**config.mk**
```make
export PLATFORM = sky130hd
export DESIGN_NAME = rf_wb_arbiter
export DESIGN_NICKNAME = d
export VERILOG_FILES = /design/src/rtl/rf_arb_pkg.sv /design/src/rtl/rf_scoreboard.sv /design/src/rtl/rf_wb_arbiter.sv
export SDC_FILE = /design/constraint.sdc
export NUM_CORES = 1
export LEC_CHECK = 0
export BUFFER_PORTS_ARGS = -buffer_cell sky130_fd_sc_hd__buf_2
export CAP_MARGIN = 20
export CELL_PAD_IN_SITES_DETAIL_PLACEMENT = 1
export CELL_PAD_IN_SITES_GLOBAL_PLACEMENT = 1
export CORE_ASPECT_RATIO = 1.5
export CORE_MARGIN = 2
export CORE_UTILIZATION = 42
export CTS_BUF_LIST = sky130_fd_sc_hd__clkbuf_2
export DETAILED_ROUTE_END_ITERATION = 10
export PLACE_DENSITY = 0.85
export SLEW_MARGIN = 20
export SYNTH_ARGS = -nofsm -noshare
export SYNTH_HDL_FRONTEND = slang
export SYNTH_HIERARCHICAL = 1
export SYNTH_SLANG_ARGS = --single-unit
```
**constraint.sdc**
```tcl
create_clock -name Clk -period 2.8 [get_ports Clk]
set_input_delay 0.28 -clock Clk [delete_from_list [all_inputs] [get_ports Clk]]
set_output_delay 0.28 -clock Clk [all_outputs]
set_load 0.02 [all_outputs]
```
**src/rtl/rf_arb_pkg.sv**
```systemverilog
// Shared types and constants for the register-file writeback arbiter slice.
package rf_arb_pkg;

  localparam int REG_ADDR_W = 5;
  localparam int DATA_W     = 32;
  localparam int NUM_REGS   = 32;

  typedef enum logic {
    PORT_ALU = 1'b0,
    PORT_LL  = 1'b1
  } port_e;

  typedef logic [REG_ADDR_W-1:0] reg_addr_t;
  typedef logic [DATA_W-1:0]     data_t;

  // Round-robin step: after serving a port, the other one gets priority.
  function automatic port_e other_port(input port_e p);
    return (p == PORT_ALU) ? PORT_LL : PORT_ALU;
  endfunction

endpackage

```
**src/rtl/rf_scoreboard.sv**
```systemverilog
// Busy-bit scoreboard for long-latency destinations: set on issue, cleared
// on port-1 writeback, and raises the decode stall on RAW/WAW hazards.
module rf_scoreboard
  import rf_arb_pkg::*;
(
  input  logic      Clk,
  input  logic      Reset,
  input  logic      issue_valid_i,
  input  reg_addr_t issue_rd_i,
  input  logic      clr_valid_i,
  input  reg_addr_t clr_rd_i,
  input  reg_addr_t rs1_i,
  input  reg_addr_t rs2_i,
  input  logic      rs1_bypass_i,
  input  logic      rs2_bypass_i,
  output logic      stall_o
);

  // Register 0 is hardwired, so only registers 1..31 carry a busy bit.
  logic [NUM_REGS-1:1] busy_q, busy_d;
  logic [NUM_REGS-1:0] busy_vec;
  logic                issue_stall;
  logic                issue_set;
  logic                rs1_hazard, rs2_hazard;

  assign busy_vec = {busy_q, 1'b0};

  always_comb begin
    // NOTE: every always_comb output gets a default first so no path infers a latch.
    busy_d      = busy_q;
    issue_stall = issue_valid_i && busy_vec[issue_rd_i];
    issue_set   = issue_valid_i && (issue_rd_i != '0) && !issue_stall;
    rs1_hazard  = busy_vec[rs1_i] && !rs1_bypass_i;
    rs2_hazard  = busy_vec[rs2_i] && !rs2_bypass_i;

    // Clear is applied before set so a same-cycle issue keeps the register busy.
    for (int r = 1; r < NUM_REGS; r++) begin
      if (clr_valid_i && (clr_rd_i == reg_addr_t'(r))) busy_d[r] = 1'b0;
      if (issue_set && (issue_rd_i == reg_addr_t'(r))) busy_d[r] = 1'b1;
    end
  end

  assign stall_o = rs1_hazard || rs2_hazard || issue_stall;

  always_ff @(posedge Clk or posedge Reset) begin
    // NOTE: sequential state uses non-blocking assignments so all flops update together.
    if (Reset) busy_q <= '0;
    else       busy_q <= busy_d;
  end

endmodule

```
**src/rtl/rf_wb_arbiter.sv**
```systemverilog
// Two-port round-robin writeback arbiter with registered register-file drive.
// Optional same-cycle forwarding outputs are enabled by RF_ARB_BYPASS_EN.
module rf_wb_arbiter
  import rf_arb_pkg::*;
(
  input  logic                  Clk,
  input  logic                  Reset,
  input  logic                  Req0Valid,
  input  logic [REG_ADDR_W-1:0] Req0RD,
  input  logic [DATA_W-1:0]     Req0Data,
  output logic                  Req0Ready,
  input  logic                  Req1Valid,
  input  logic [REG_ADDR_W-1:0] Req1RD,
  input  logic [DATA_W-1:0]     Req1Data,
  output logic                  Req1Ready,
  input  logic                  IssueValid,
  input  logic [REG_ADDR_W-1:0] IssueRD,
  input  logic [REG_ADDR_W-1:0] RS1,
  input  logic [REG_ADDR_W-1:0] RS2,
  output logic                  Stall,
`ifdef RF_ARB_BYPASS_EN
  output logic                  Byp1Valid,
  output logic [DATA_W-1:0]     Byp1Data,
  output logic                  Byp2Valid,
  output logic [DATA_W-1:0]     Byp2Data,
`endif
  output logic                  RegWrite,
  output logic [REG_ADDR_W-1:0] RD,
  output logic [DATA_W-1:0]     WData
);

  port_e     ptr_q, ptr_d;
  logic      grant0, grant1;
  reg_addr_t grant_rd;
  data_t     grant_data;
  logic      regwrite_q, regwrite_d;
  reg_addr_t rd_q, rd_d;
  data_t     wdata_q, wdata_d;
  logic      rs1_bypass, rs2_bypass;

  always_comb begin
    grant0 = 1'b0;
    grant1 = 1'b0;
    if (!Reset) begin
      if (Req0Valid && Req1Valid) begin
        grant0 = (ptr_q == PORT_ALU);
        grant1 = (ptr_q == PORT_LL);
      end else begin
        grant0 = Req0Valid;
        grant1 = Req1Valid;
      end
    end

    grant_rd   = grant1 ? Req1RD   : Req0RD;
    grant_data = grant1 ? Req1Data : Req0Data;

    ptr_d = ptr_q;
    if (grant0 || grant1) ptr_d = other_port(grant1 ? PORT_LL : PORT_ALU);

    // A grant to register 0 completes the handshake but never writes.
    regwrite_d = (grant0 || grant1) && (grant_rd != '0);
    rd_d       = rd_q;
    wdata_d    = wdata_q;
    if (regwrite_d) begin
      rd_d    = grant_rd;
      wdata_d = grant_data;
    end
  end

  always_ff @(posedge Clk or posedge Reset) begin
    if (Reset) begin
      ptr_q      <= PORT_ALU;
      regwrite_q <= 1'b0;
      rd_q       <= '0;
      wdata_q    <= '0;
    end else begin
      ptr_q      <= ptr_d;
      regwrite_q <= regwrite_d;
      rd_q       <= rd_d;
      wdata_q    <= wdata_d;
    end
  end

  assign Req0Ready = grant0;
  assign Req1Ready = grant1;
  assign RegWrite  = regwrite_q;
  assign RD        = rd_q;
  assign WData     = wdata_q;

`ifdef RF_ARB_BYPASS_EN
  // The value being written this cycle satisfies a source without waiting.
  assign Byp1Valid  = regwrite_q && (rd_q != '0) && (rd_q == RS1);
  assign Byp2Valid  = regwrite_q && (rd_q != '0) && (rd_q == RS2);
  assign Byp1Data   = wdata_q;
  assign Byp2Data   = wdata_q;
  assign rs1_bypass = Byp1Valid;
  assign rs2_bypass = Byp2Valid;
`else
  assign rs1_bypass = 1'b0;
  assign rs2_bypass = 1'b0;
`endif

  rf_scoreboard u_scoreboard (
    .Clk           (Clk),
    .Reset         (Reset),
    .issue_valid_i (IssueValid),
    .issue_rd_i    (IssueRD),
    .clr_valid_i   (grant1),
    .clr_rd_i      (Req1RD),
    .rs1_i         (RS1),
    .rs2_i         (RS2),
    .rs1_bypass_i  (rs1_bypass),
    .rs2_bypass_i  (rs2_bypass),
    .stall_o       (Stall)
  );

endmodule

```
; Word level (Yosys, flattened, before mapping)
; Cells that the tools add are included.
[word_totals]
regBits = 70
in_bits = 94
[op_classes]
n_eq_ne = 62
mux = 76
bitwise_logic = 1
n_lt_le_gt_ge = 3
n_reduce_logical = 104
[ops]
columns = cell, n
row1 = 5-bit equality test (second input constant), 32
row2 = 5-bit by 4-bit equality test with 1-bit output (second input constant), 16
row3 = 1-bit 2-to-1 mux, 71
row4 = 1-bit logical AND, 67
row5 = 2-bit nonzero test, 31
row6 = 5-bit by 3-bit equality test with 1-bit output (second input constant), 8
row7 = 32-bit 2-to-1 mux, 1
row8 = 5-bit by 2-bit equality test with 1-bit output (second input constant), 4
row9 = 5-bit by 6-bit < comparator with 1-bit output (second input constant), 3
row10 = 1-bit binary-select mux with 5-bit select, 3
row11 = 5-bit by 1-bit equality test with 1-bit output (second input constant), 2
row12 = 5-bit nonzero test, 2
row13 = 5-bit 2-to-1 mux, 1
row14 = 1-bit logical OR, 3
row15 = 1-bit zero test, 1
row16 = 1-bit inverter, 1

; Depth between registers and ports, before layout
; Gate-level depths: netlist (run 1).
[depth]
depth_word = 7
ltp_mapped = 8

; Modules after synthesis
; Netlist (run 1), hierarchy kept.
[modules_own_cells]
columns = mod, area_each_um2, n_inst, cells_each
row1 = rf_scoreboard, 2351.0, 1, 211
row2 = rf_wb_arbiter, 2179.6, 1, 157

; Worst setup path before layout (run 1)
; Ideal clock, no wire load.
[synth_timing]
kind = input to output
from = in IssueRD[1]
to = out Stall
stages = 7
t_arrival_ns = 1.940
setup_slack_ns = 0.580
required_ns = 2.520
n_path_buf = 2
path_cell_list = buf_1 > mux4_2 > a221oi_2 > o21ai_1 > o311a_1 > buf_6 > a221o_1
[synth_via]
elab_chain_len = 4
[synth_lines]
columns = element, line
row1 = "start, declared", rf_wb_arbiter.sv:17  ; input logic [REG_ADDR_W-1:0] IssueRD,
row2 = 1-bit binary-select mux with 5-bit select, rf_scoreboard.sv:31  ; issue_stall = issue_valid_i && busy_vec[issue_rd_i];
row3 = 1-bit 2-to-1 mux (implied by the code), rf_scoreboard.sv:31
row4 = 1-bit logical AND, rf_scoreboard.sv:31
row5 = 1-bit logical OR, rf_scoreboard.sv:43  ; assign stall_o = rs1_hazard || rs2_hazard || issue_stall;
row6 = "end, declared", rf_wb_arbiter.sv:20  ; output logic Stall,
; Every way passes these cells. The select of a mux whose other input is x is not followed.

; Final worst setup path (run 1)
[layout_timing]
from = reg u_scoreboard/busy_q[27] in the netlist's numbering
to = out Stall
[layout_via]
elab_chain_len = 4
word_cells_on_any_way = 9
[layout_lines]
columns = element, line
row1 = "start, declared", rf_scoreboard.sv:20  ; logic [NUM_REGS-1:1] busy_q, busy_d;
row2 = "start signal, assigned", rf_scoreboard.sv:48  ; else busy_q <= busy_d;
row3 = "1-bit binary-select mux with 5-bit select, on equally long branches", "rf_scoreboard.sv:33, rf_scoreboard.sv:31, rf_scoreboard.sv:34"
row4 = "1-bit 2-to-1 mux, on equally long branches", "rf_scoreboard.sv:33, rf_scoreboard.sv:31, rf_scoreboard.sv:34"
row5 = 1-bit logical OR / 1-bit logical AND (equally long branches), "rf_scoreboard.sv:43, rf_scoreboard.sv:31"
row6 = 1-bit logical OR *, rf_scoreboard.sv:43
; Mark *: on every way between the ends. The rest lies on a longest branch, timed or not. The select of a mux whose other input is x is not followed.

==> out/metrics.yaml, run 1 <==
cts_tree: "yes"
fp-row-count: 46
final.min_clock_period_ns: 2.80
relSlewSlack_pct: 60.6
htree_levels: 3
die-height_um: 131
wl_met2_um: 7560
hold_viol_final: 0
die-area_um2: 11700
synthTopCellsByArea: "dfrtp_1 (39%), mux2_4 (9.3%), mux2_2 (8.9%)"
synth.most_common_cell: "dfrtp_1"
ant_nets: 0
wl_per_cell_um: 21.7
cts_buffers: 9
fin_crit_sh_pct: 100
avgSynthCellArea_um2: 12.3
critPathTopFamily: "compound AO/OA/AOI/OAI gates"
met3_length_um: 1020
crit_chain: "mux4_2 -> a221oi_2 -> o21ai_1 -> o311a_1 -> a221o_1 -> buf_6"
nets: 596
syn_inst: 368
worstSetupStartpointType: "flop"
final_util_pct: 51.5
clkTransAtPathRegs_ns: 0.18
synth_top_area_cell: "dfrtp_1"
max-cap-violations: 0
yosysWarnings: 6
clock-sinks: 70
outcome: "finished, violations left"
dr.max_layer_used: "met4"
clock-root-buffer: "clkbuf_2"
p_switching_mw: 1.11
drive_above_1_share_pct: 51.6
wl_met1_um: 5140
cp_max_fo: 4
syn_area_um2: 4530
regArea_um2: 1750
drt_wl_total_um: 14100
dp_hpwl_um: 11100
grt_max_degree: 41
holdWs_ns: 0.0846
grt_antenna_before_repair: 1
power_density_nw_per_um2: 566
synth_top_cell_area_share_pct: 38.7
area_growth_pct: 19.7
violations: "setup timing"
track_usage_pct: 24.9
synth-edff-count: 0
critPathArrivalTime_ns: 2.52
fillers: 1156
drtPass1Iterations: 4
cpMaxStageDelayCell: "mux4_2"
grt_pass1_vias: 4173
power_leakage_nw: 2.47
ioPinCount: 135
rsz0062_at_grt: "yes"
drt_iter0_drc: 164
end_kind: "output pin"
vdd_drop_max_mv: 0.326
comb_power_share_pct: 36.1
grt_pass1_wl_um: 22300
tightest_slew_ns: 0.592
min_path_type: "in -> reg"
path_buf_inv: 1
clock_power_share_pct: 17.6
final_max_slew_viol_count: 0
synth_seq_area_share_pct: 38.7
multi_input_area_um2: 2590
p_seq_share_pct: 46.3
required_ns: 2.52
max_clock_freq_ghz: 0.357
initial_core_util_pct: 43.0
num_vias: 3830
setup_viol: 1
final_cells: 651
switching_share_pct: 36.1
netlist_top_cells_count: "dfrtp_1 (70), mux2_2 (36), o21ai_0 (31)"
worstHoldPathCells: 3
critical_path_class: "reg -> out"
place_inst: 631
port_buffers: 134
ys.flop_type: "dfrtp_1"
cts_buffer_depth: 2
via_per_inst: 5.88
path_depth: 6
coreArea_um2: 10500
slowest_delay_ns: 0.51
p_int_mw: 1.96
fin_skew_ns: 0.0306
async_flop_share_pct: 100
ys_ff_latch: 70
finalWorstSetupSlack_ns: -0.00220
insertion_delay_ns: 0.50
die_w_um: 88.8
overflow: 0
synth.distinct_cells: 53
routabilityCongestion: 0.928
worstRegToRegCells: 6
drc_errors: 0
## through the flow
step / cell area [µm²] / setup WS (ns) / total power [mW] / TNS [ns]
2_1_floorplan: 4530 / 0.580 / 2.14 / 0
3_3_place_gp: 5280 / 0.407 / 2.45 / 0
3_5_place_dp: 5280 / 0.346 / 2.52 / 0
4_1_cts: 5410 / 0.00721 / 3.07 / 0
5_1_grt: 5420 / -0.0864 / 3.23 / -0.0864
6_report: 5420 / -0.00220 / 3.07 / -0.00220
## cell usage in the layout, fill, tap and decap left out, drive strengths merged, types with 9 or more instances in the layout
master  synthesis  final
o41ai          11     11
a21oi           9      9
dfrtp          70     70
mux4           19     19
nor2b          10     10
o21ai          36     36
buf            15    144
nand2          13     13
mux2           68     68
inv             9      9
o31ai          22     22
mux2i          13     13
clkbuf          8     10
nand3          13     13
## power by group through the flow
| stage | clock network [mW] | registers (mW) | logic (mW) |
|---|---|---|---|
| floorplan | 0 | 1.46 | 0.680 |
| global placement | 0 | 1.41 | 1.04 |
| detailed placement | 0 | 1.43 | 1.09 |
| CTS | 0.561 | 1.41 | 1.10 |
| global route | 0.603 | 1.44 | 1.19 |
| finish | 0.542 | 1.42 | 1.11 |
## sequential cells by signal (all words and copies together) (netlist names)
register	flops
ptr_q	1
RegWrite	1
u_scoreboard/busy_q	31
WData	32
RD	5
## repair_timing
item	CTS	global route
endpoints found under the setup margin	1	1
endpoints found under the hold margin	70	0
buffers inserted	1	2
pin swaps	2	3
hold buffers	1	0
gates resized for setup	1	2
## tightest hold or removal path, stage by stage
cell and delay (ns):
buf_2 0.12, a21oi_1 0.12, a21oi_1 0.05
## layer usage
metal	global-route usage (%)	up-vias
met5	0	-
met2	43.5	204
met1	28.6	1891
met3	5.53	35
li1	-	1700
met4	10.2	0
## area by class of cell
type                            count  area share [%]
Timing Repair Buffer              145            14.1
Inverter                            9           0.623
Sequential cell                    70            32.3
Multi-Input combinational cell    267            47.8
Tap cell                          144            3.32
Clock buffer                       10           0.923
Antenna cell                        1          0.0461
Clock inverter                      5           0.946
## logic make-up (layout without fill, tap and decap cells)
kind of cell	count (synthesis)	in the layout	share of synthesized area [%]
other	1	3	0.0828
and+or+nand+nor	68	68	8.62
DFF	70	70	38.7
buffers and inverters	32	169	4.14
muxes	100	100	31.8
AOI/OAI and AO/OA	97	97	16.7
## path summary, 6_finish.rpt
check | end | slack (ns) | startpoint
max | Stall | -0.002 | u_scoreboard/busy_q[27]$_DFFE_PP0P_
min | ptr_q$_DFFE_PP0P_ | 0.08 | Req0Valid
max reg2reg | u_scoreboard/busy_q[16]$_DFFE_PP0P_ | 0.63 | u_scoreboard/busy_q[27]$_DFFE_PP0P_
min reg2reg | ptr_q$_DFFE_PP0P_ | 0.51 | ptr_q$_DFFE_PP0P_
max in group asynchronous | WData[1]$_DFFE_PP0P_ | 1.99 | Reset
min in group asynchronous | u_scoreboard/busy_q[5]$_DFFE_PP0P_ | 0.41 | Reset
Note: power is estimated with default switching activity, not from simulation.
==> inputs of run 2 (changes only) <==
--- a/config.mk
+++ b/config.mk
@@ -5,7 +5,7 @@
 export SDC_FILE = /design/constraint.sdc
 export NUM_CORES = 1
 export LEC_CHECK = 0
-export BUFFER_PORTS_ARGS = -buffer_cell sky130_fd_sc_hd__buf_2
+export BUFFER_PORTS_ARGS = -buffer_cell sky130_fd_sc_hd__buf_4
 export CAP_MARGIN = 20
 export CELL_PAD_IN_SITES_DETAIL_PLACEMENT = 1
 export CELL_PAD_IN_SITES_GLOBAL_PLACEMENT = 1
==> constraint.sdc (replaced) <==
create_clock -name Clk -period 3.2 [get_ports Clk]
set_input_delay 0.32 -clock Clk [delete_from_list [all_inputs] [get_ports Clk]]
set_output_delay 0.32 -clock Clk [all_outputs]
set_load 0.02 [all_outputs]
==> run 2 against run 1 <==
Net effect:
- the flow now finishes without violations
- largest cell class unchanged
- largest power group unchanged
- sequential cell count did not move
- global-route usage rose by 1.8 points
- first-iteration DRC count rose by 23%
==> out/metrics.yaml, run 2 (same netlist as run 1, synthesis figures left out) <==
outcome: "finished clean"
nets: 592  # -0.67%
setup_tns_ns: 0  # +0.00220 ns
min_path_type: "in -> reg"
drt_wl_total_um: 14900  # +5.5%
worstRegToRegCells: 5  # -1
coreArea_um2: 10500  # unchanged
max_clock_freq_ghz: 0.348
area_growth_pct: 27.1
relSlewSlack_pct: 56.0  # -4.5 points
fp-row-count: 46  # unchanged
required_ns: 2.88  # +0.36 ns
critPathArrivalTime_ns: 2.55  # +0.03 ns
fin_crit_sh_pct: 89.7
track_usage_pct: 26.7  # +1.8 points
rsz0062_at_grt: "no"
grt_pass1_vias: 4336  # +3.9%
clock-root-buffer: "clkbuf_2"
min_to: "u_scoreboard/busy_q[16]$_DFFE_PP0P_"
drtPass1Iterations: 4  # unchanged
htree_levels: 3  # unchanged
cts_tree: "yes"
total_power_mw: 2.87  # -6.6%
tightest_slew_ns: 0.658  # +0.0669 ns
clock-sinks: 70  # unchanged
grt_max_degree: 41  # unchanged
overflow: 0  # unchanged
max-cap-violations: 0  # unchanged
cts_buffers: 9  # unchanged
die_w_um: 88.8  # unchanged
port_buffers: 134  # unchanged
cp_max_fo: 4  # unchanged
critical_path_class: "reg -> out"
initial_core_util_pct: 43.0  # unchanged
reg2reg_slack_ns: 0.99  # +0.36 ns
final_max_slew_viol_count: 0  # unchanged
ioPinCount: 135  # unchanged
ant_nets: 0  # unchanged
clkTransAtPathRegs_ns: 0.18  # about the same
worst_hold_startpoint: "IssueRD[2]"
via_per_inst: 5.87  # -0.22%
grt_antenna_before_repair: 1  # unchanged
fin_skew_ns: 0.0165  # -0.0141 ns
grt_pass1_wl_um: 23500  # +5.5%
insertion_delay_ns: 0.53  # +0.03 ns
power_leakage_nw: 2.57  # +4.2%
dp_hpwl_um: 11800  # +7.0%
end_kind: "output pin"
power_density_nw_per_um2: 498  # -12%
final.min_clock_period_ns: 2.87
hold_viol_final: 0  # unchanged
worstSetupStartpointType: "flop"
mostFrequentLayoutCells: "buf_4 (140), dfrtp_1 (70), mux2_2 (36)"
num_vias: 3804  # -0.68%
die-area_um2: 11700  # unchanged
drc_errors: 0  # unchanged
die-height_um: 131  # unchanged
wl_per_cell_um: 23.0  # +6.0%
drt_iter0_drc: 201  # +23%
ctsResizeCount: 0  # -1
layout_commonest_cell: "buf_4"
vdd_drop_max_mv: 0.211  # -35%
routabilityCongestion: 0.935  # +0.75%
cts_buffer_depth: 2  # unchanged
r2r_start: "u_scoreboard/busy_q[10]$_DFFE_PP0P_"
setup_viol: 0  # -1
drive_above_1_share_pct: 51.5  # -0.090 points
worstHoldPathCells: 2  # -1
largest_reg_flops: 32  # unchanged
r2r-end: "u_scoreboard/busy_q[7]$_DFFE_PP0P_"
==> run 2: worst max-delay path by stage <==
stage                                                   start     to  slack [ns]
final                     u_scoreboard/busy_q[16]$_DFFE_PP0P_  Stall        0.33
after floorplan                                    IssueRD[1]  Stall        0.90
after CTS                 u_scoreboard/busy_q[16]$_DFFE_PP0P_  Stall        0.28
after global routing      u_scoreboard/busy_q[16]$_DFFE_PP0P_  Stall        0.17
after detailed placement                           IssueRD[0]  Stall        0.75
after global placement                             IssueRD[0]  Stall        0.82
==> run 2: where the power goes <==
| group | total [mW] | switching (mW) | internal [mW] |
|---|---|---|---|
| Clock | 0.578 | 0.326 | 0.252 |
| Sequential | 1.25 | 0.194 | 1.06 |
| Combinational | 1.04 | 0.492 | 0.548 |
==> run 2: timing repair <==
item / in CTS / in global routing
buffers inserted: 0 / 0
hold buffers: 1 / 0
endpoints found under the hold margin: 70 / 0
==> run 2: worst max-delay path, stage by stage, from the launching register on <==
cell,delay (ns)
dfrtp_1,0.48
mux4_1,0.54
a221oi_2,0.25
o21ai_1,0.10
o311a_1,0.16
a221o_1,0.35
buf_4,0.16
==> run 2: layer usage <==
metal	vias to the layer above	GRT usage [%]	part of all wire, %
li1	1692	-	-
met1	1887	30.2	36
met2	184	46.6	54
met3	41	6.66	6.6
met4	0	10.8	3.2
met5	-	0	0
==> run 2: through the flow <==
stage	area, µm²	setup WS (ns)	hold slack (ns)	instances	utilization (%)
6_report	5760	0.330	0.0853	648	54.7
5_1_grt	5760	0.169	0.0409	648	54.7
4_1_cts	5760	0.282	0.0391	647	54.6
3_5_place_dp	5610	0.753	0.480	630	53.3
3_3_place_gp	5610	0.815	0.469	630	53.3
2_1_floorplan	4530	0.900	0.307	369	-
==> run 2: cell type report <==
| class | instances | area, µm² |
|---|---|---|
| Antenna cell | 1 | 2.50 |
| Clock buffer | 9 | 45.0 |
| Clock inverter | 7 | 88.8 |
| Fill cell | 1143 | 4770 |
| Inverter | 9 | 33.8 |
| Multi-Input combinational cell | 267 | 2590 |
| Sequential cell | 70 | 1750 |
| Tap cell | 144 | 180 |
| Timing Repair Buffer | 141 | 1060 |
==> inputs of run 3 (changes only) <==
--- a/config.mk
+++ b/config.mk
@@ -5,13 +5,14 @@
 export SDC_FILE = /design/constraint.sdc
 export NUM_CORES = 1
 export LEC_CHECK = 0
+export ABC_AREA = 1
 export BUFFER_PORTS_ARGS = -buffer_cell sky130_fd_sc_hd__buf_4
 export CAP_MARGIN = 20
 export CELL_PAD_IN_SITES_DETAIL_PLACEMENT = 1
 export CELL_PAD_IN_SITES_GLOBAL_PLACEMENT = 1
 export CORE_ASPECT_RATIO = 1.5
 export CORE_MARGIN = 2
-export CORE_UTILIZATION = 42
+export CORE_UTILIZATION = 38
 export CTS_BUF_LIST = sky130_fd_sc_hd__clkbuf_2
 export DETAILED_ROUTE_END_ITERATION = 10
 export PLACE_DENSITY = 0.85
==> run 3 against run 2 <==
Net effect:
- clock skew grew 0.021 ns
- highest routed layer unchanged
- combinational power decreased by 9%
- final cell count is 63% higher
- clock power down 13%
==> out/metrics.yaml, run 3 <==
routabilityCongestion: 0.912  # -2.4%
insertion_delay_ns: 0.52  # about the same
power_leakage_nw: 3.36  # +31%
worstSetupStartpointType: "flop"
drt_wl_total_um: 17200  # +16%
overflow: 0  # unchanged
tightest_slew_ns: 0.812  # +0.153 ns
clock_power_share_pct: 18.3  # -1.9 points
power_density_nw_per_um2: 445  # -11%
fin_skew_ns: 0.0373  # +0.0208 ns
netlist_top_cells_count: "nand2_1 (363), nand3_1 (90), dfrtp_1 (70)"
max-cap-violations: 0  # unchanged
yosysWarnings: 6  # unchanged
p_seq_share_pct: 47.2  # +3.6 points
min_path_type: "in -> reg"
wl_met2_um: 8680  # +8.0%
grt_max_degree: 41  # unchanged
grt_pass1_vias: 5549  # +28%
rsz0062_at_grt: "no"
die_w_um: 98.0  # +10%
drtPass1Iterations: 4  # unchanged
p_switching_mw: 1.12  # +10%
fin_area_um2: 6150  # +6.8%
track_usage_pct: 24.6  # -2.1 points
synth.distinct_cells: 30  # -43%
cts_tree: "yes"
synthTopCellsByArea: "dfrtp_1 (35%), nand2_1 (27%), nand3_1 (8.9%)"
area_growth_pct: 22.1
avgSynthCellArea_um2: 6.54  # -47%
setup_tns_ns: 0  # unchanged
mostFrequentLayoutCells: "nand2_1 (363), buf_4 (144), nand3_1 (90)"
fp-row-count: 51  # +11%
end_kind: "output pin"
drc_errors: 0  # unchanged
nets: 982  # +66%
syn_area_um2: 5040  # +11%
dp_hpwl_um: 13400  # +13%
die-height_um: 145  # +11%
ctsResizeCount: 0  # unchanged
synth-edff-count: 0  # unchanged
max_clock_freq_ghz: 0.390  # +12%
switching_share_pct: 40.7  # +5.5 points
vdd_drop_max_mv: 0.198  # -6.5%
place_inst: 1035  # +64%
comb_power_share_pct: 34.5  # -1.7 points
hold_buffers: 1  # unchanged
dpl_cell_area_um2: 6030  # +7.5%
synth.most_common_cell: "nand2_1"
port_buffers: 134  # unchanged
ioPinCount: 135  # unchanged
finalWorstSetupSlack_ns: 0.636  # +0.306 ns
final_max_slew_viol_count: 0  # unchanged
outcome: "finished clean"
relSlewSlack_pct: 45.8  # -10 points
clock-root-buffer: "clkbuf_2"
initial_core_util_pct: 38.9  # -4.1 points
clkTransAtPathRegs_ns: 0.20  # +0.02 ns
wl_per_cell_um: 16.4  # -29%
hold_viol_final: 0  # unchanged
cts_setup_buffers: 0  # unchanged
drive_above_1_share_pct: 23.5  # -28 points
async_flop_share_pct: 100  # unchanged
critical_path_class: "reg -> out"
grt_pass1_wl_um: 28100  # +20%
largest_reg_flops: 32  # unchanged
clock-sinks: 70  # unchanged
total_power_mw: 2.74  # -4.6%
ys.flop_type: "dfrtp_1"
via_per_inst: 5.09  # -13%
critPathArrivalTime_ns: 2.24  # -0.31 ns
required_ns: 2.88  # about the same
p_int_mw: 1.62  # -13%
drt_iter0_drc: 202  # +0.50%
coreArea_um2: 13000  # +23%
final.min_clock_period_ns: 2.56  # -0.306 ns
final_cells: 1053  # +63%
layout_commonest_cell: "nand2_1"
cp_max_fo: 19  # +15
num_vias: 5359  # +41%
synth_top_cell_area_share_pct: 34.8  # -3.9 points
cts_buffer_depth: 2  # unchanged
syn_inst: 770  # +110%
fin_crit_sh_pct: 80.1  # -9.6 points
setup_viol: 0  # unchanged
synth_seq_area_share_pct: 34.8  # -3.9 points
post-place-ws_ns: 0.990  # +0.236 ns
grt_antenna_before_repair: 1  # unchanged
die-area_um2: 14200  # +22%
ant_nets: 0  # unchanged
htree_levels: 3  # unchanged
wl_met1_um: 6480  # +20%
cts_buffers: 9  # unchanged
synth_top_area_cell: "dfrtp_1"
met3_length_um: 1170  # +18%
holdWs_ns: 0.112  # +0.0263 ns
final_util_pct: 47.5  # -7.2 points
ys_ff_latch: 70  # unchanged
dr.max_layer_used: "met4"
[run 3: cells by family after synthesis]
logic type	count (synthesis)	synth area share (%)
and+or+nand+nor	549	49.3
buffers and inverters	99	10.4
DFF	70	34.8
AOI/OAI and AO/OA	51	5.54
other	1	0.0744
[run 3: metal layers]
layer / vias to the layer above / GRT usage (%)
met5: - / 0
met4: 0 / 15.4
met3: 40 / 5.83
met2: 162 / 41.5
met1: 2497 / 27.6
li1: 2660 / -
[run 3: power groups by stage]
stage / sequential, mW / combinational, mW / clock (mW)
6_report: 1.29 / 0.944 / 0.501
5_1_grt: 1.31 / 1.07 / 0.557
4_1_cts: 1.29 / 0.959 / 0.524
3_5_place_dp: 1.31 / 0.955 / 0
3_3_place_gp: 1.30 / 0.927 / 0
2_1_floorplan: 1.27 / 0.533 / 0
[run 3: critical path, cell delays in order (launching register included)]
cell	delay [ns]
dfrtp_1	0.58
nand2_1	0.09
nand2_1	0.07
nand2_1	0.04
nand2_1	0.07
nand2_1	0.05
nand2_1	0.07
nor2_2	0.04
nand2_2	0.06
nand3_4	0.29
nand3_1	0.20
buf_4	0.15
[run 3: cell type report]
cell class | instances | area, µm²
Timing Repair Buffer | 145 | 1090
Clock inverter | 4 | 47.5
Fill cell | 1778 | 6800
Tap cell | 159 | 199
Inverter | 60 | 230
Multi-Input combinational cell | 602 | 2770
Clock buffer | 12 | 60.1
Sequential cell | 70 | 1750
Antenna cell | 1 | 2.50
[run 3: final timing paths]
path / startpoint / endpoint / slack, ns / cells after the start
min in group asynchronous: Reset / u_scoreboard/busy_q[15]$_DFFE_PP0P_ / 0.45 / 4
worst min register to register: WData[16]$_DFFE_PP0P_ / WData[16]$_DFFE_PP0P_ / 0.50 / 2
worst max register to register: u_scoreboard/busy_q[15]$_DFFE_PP0P_ / u_scoreboard/busy_q[26]$_DFFE_PP0P_ / 1.22 / 12
max in group asynchronous: Reset / WData[29]$_DFFE_PP0P_ / 2.34 / 4
worst max-delay path: u_scoreboard/busy_q[15]$_DFFE_PP0P_ / Stall / 0.64 / 11
worst min-delay path: Req1Data[19] / WData[19]$_DFFE_PP0P_ / 0.11 / 5
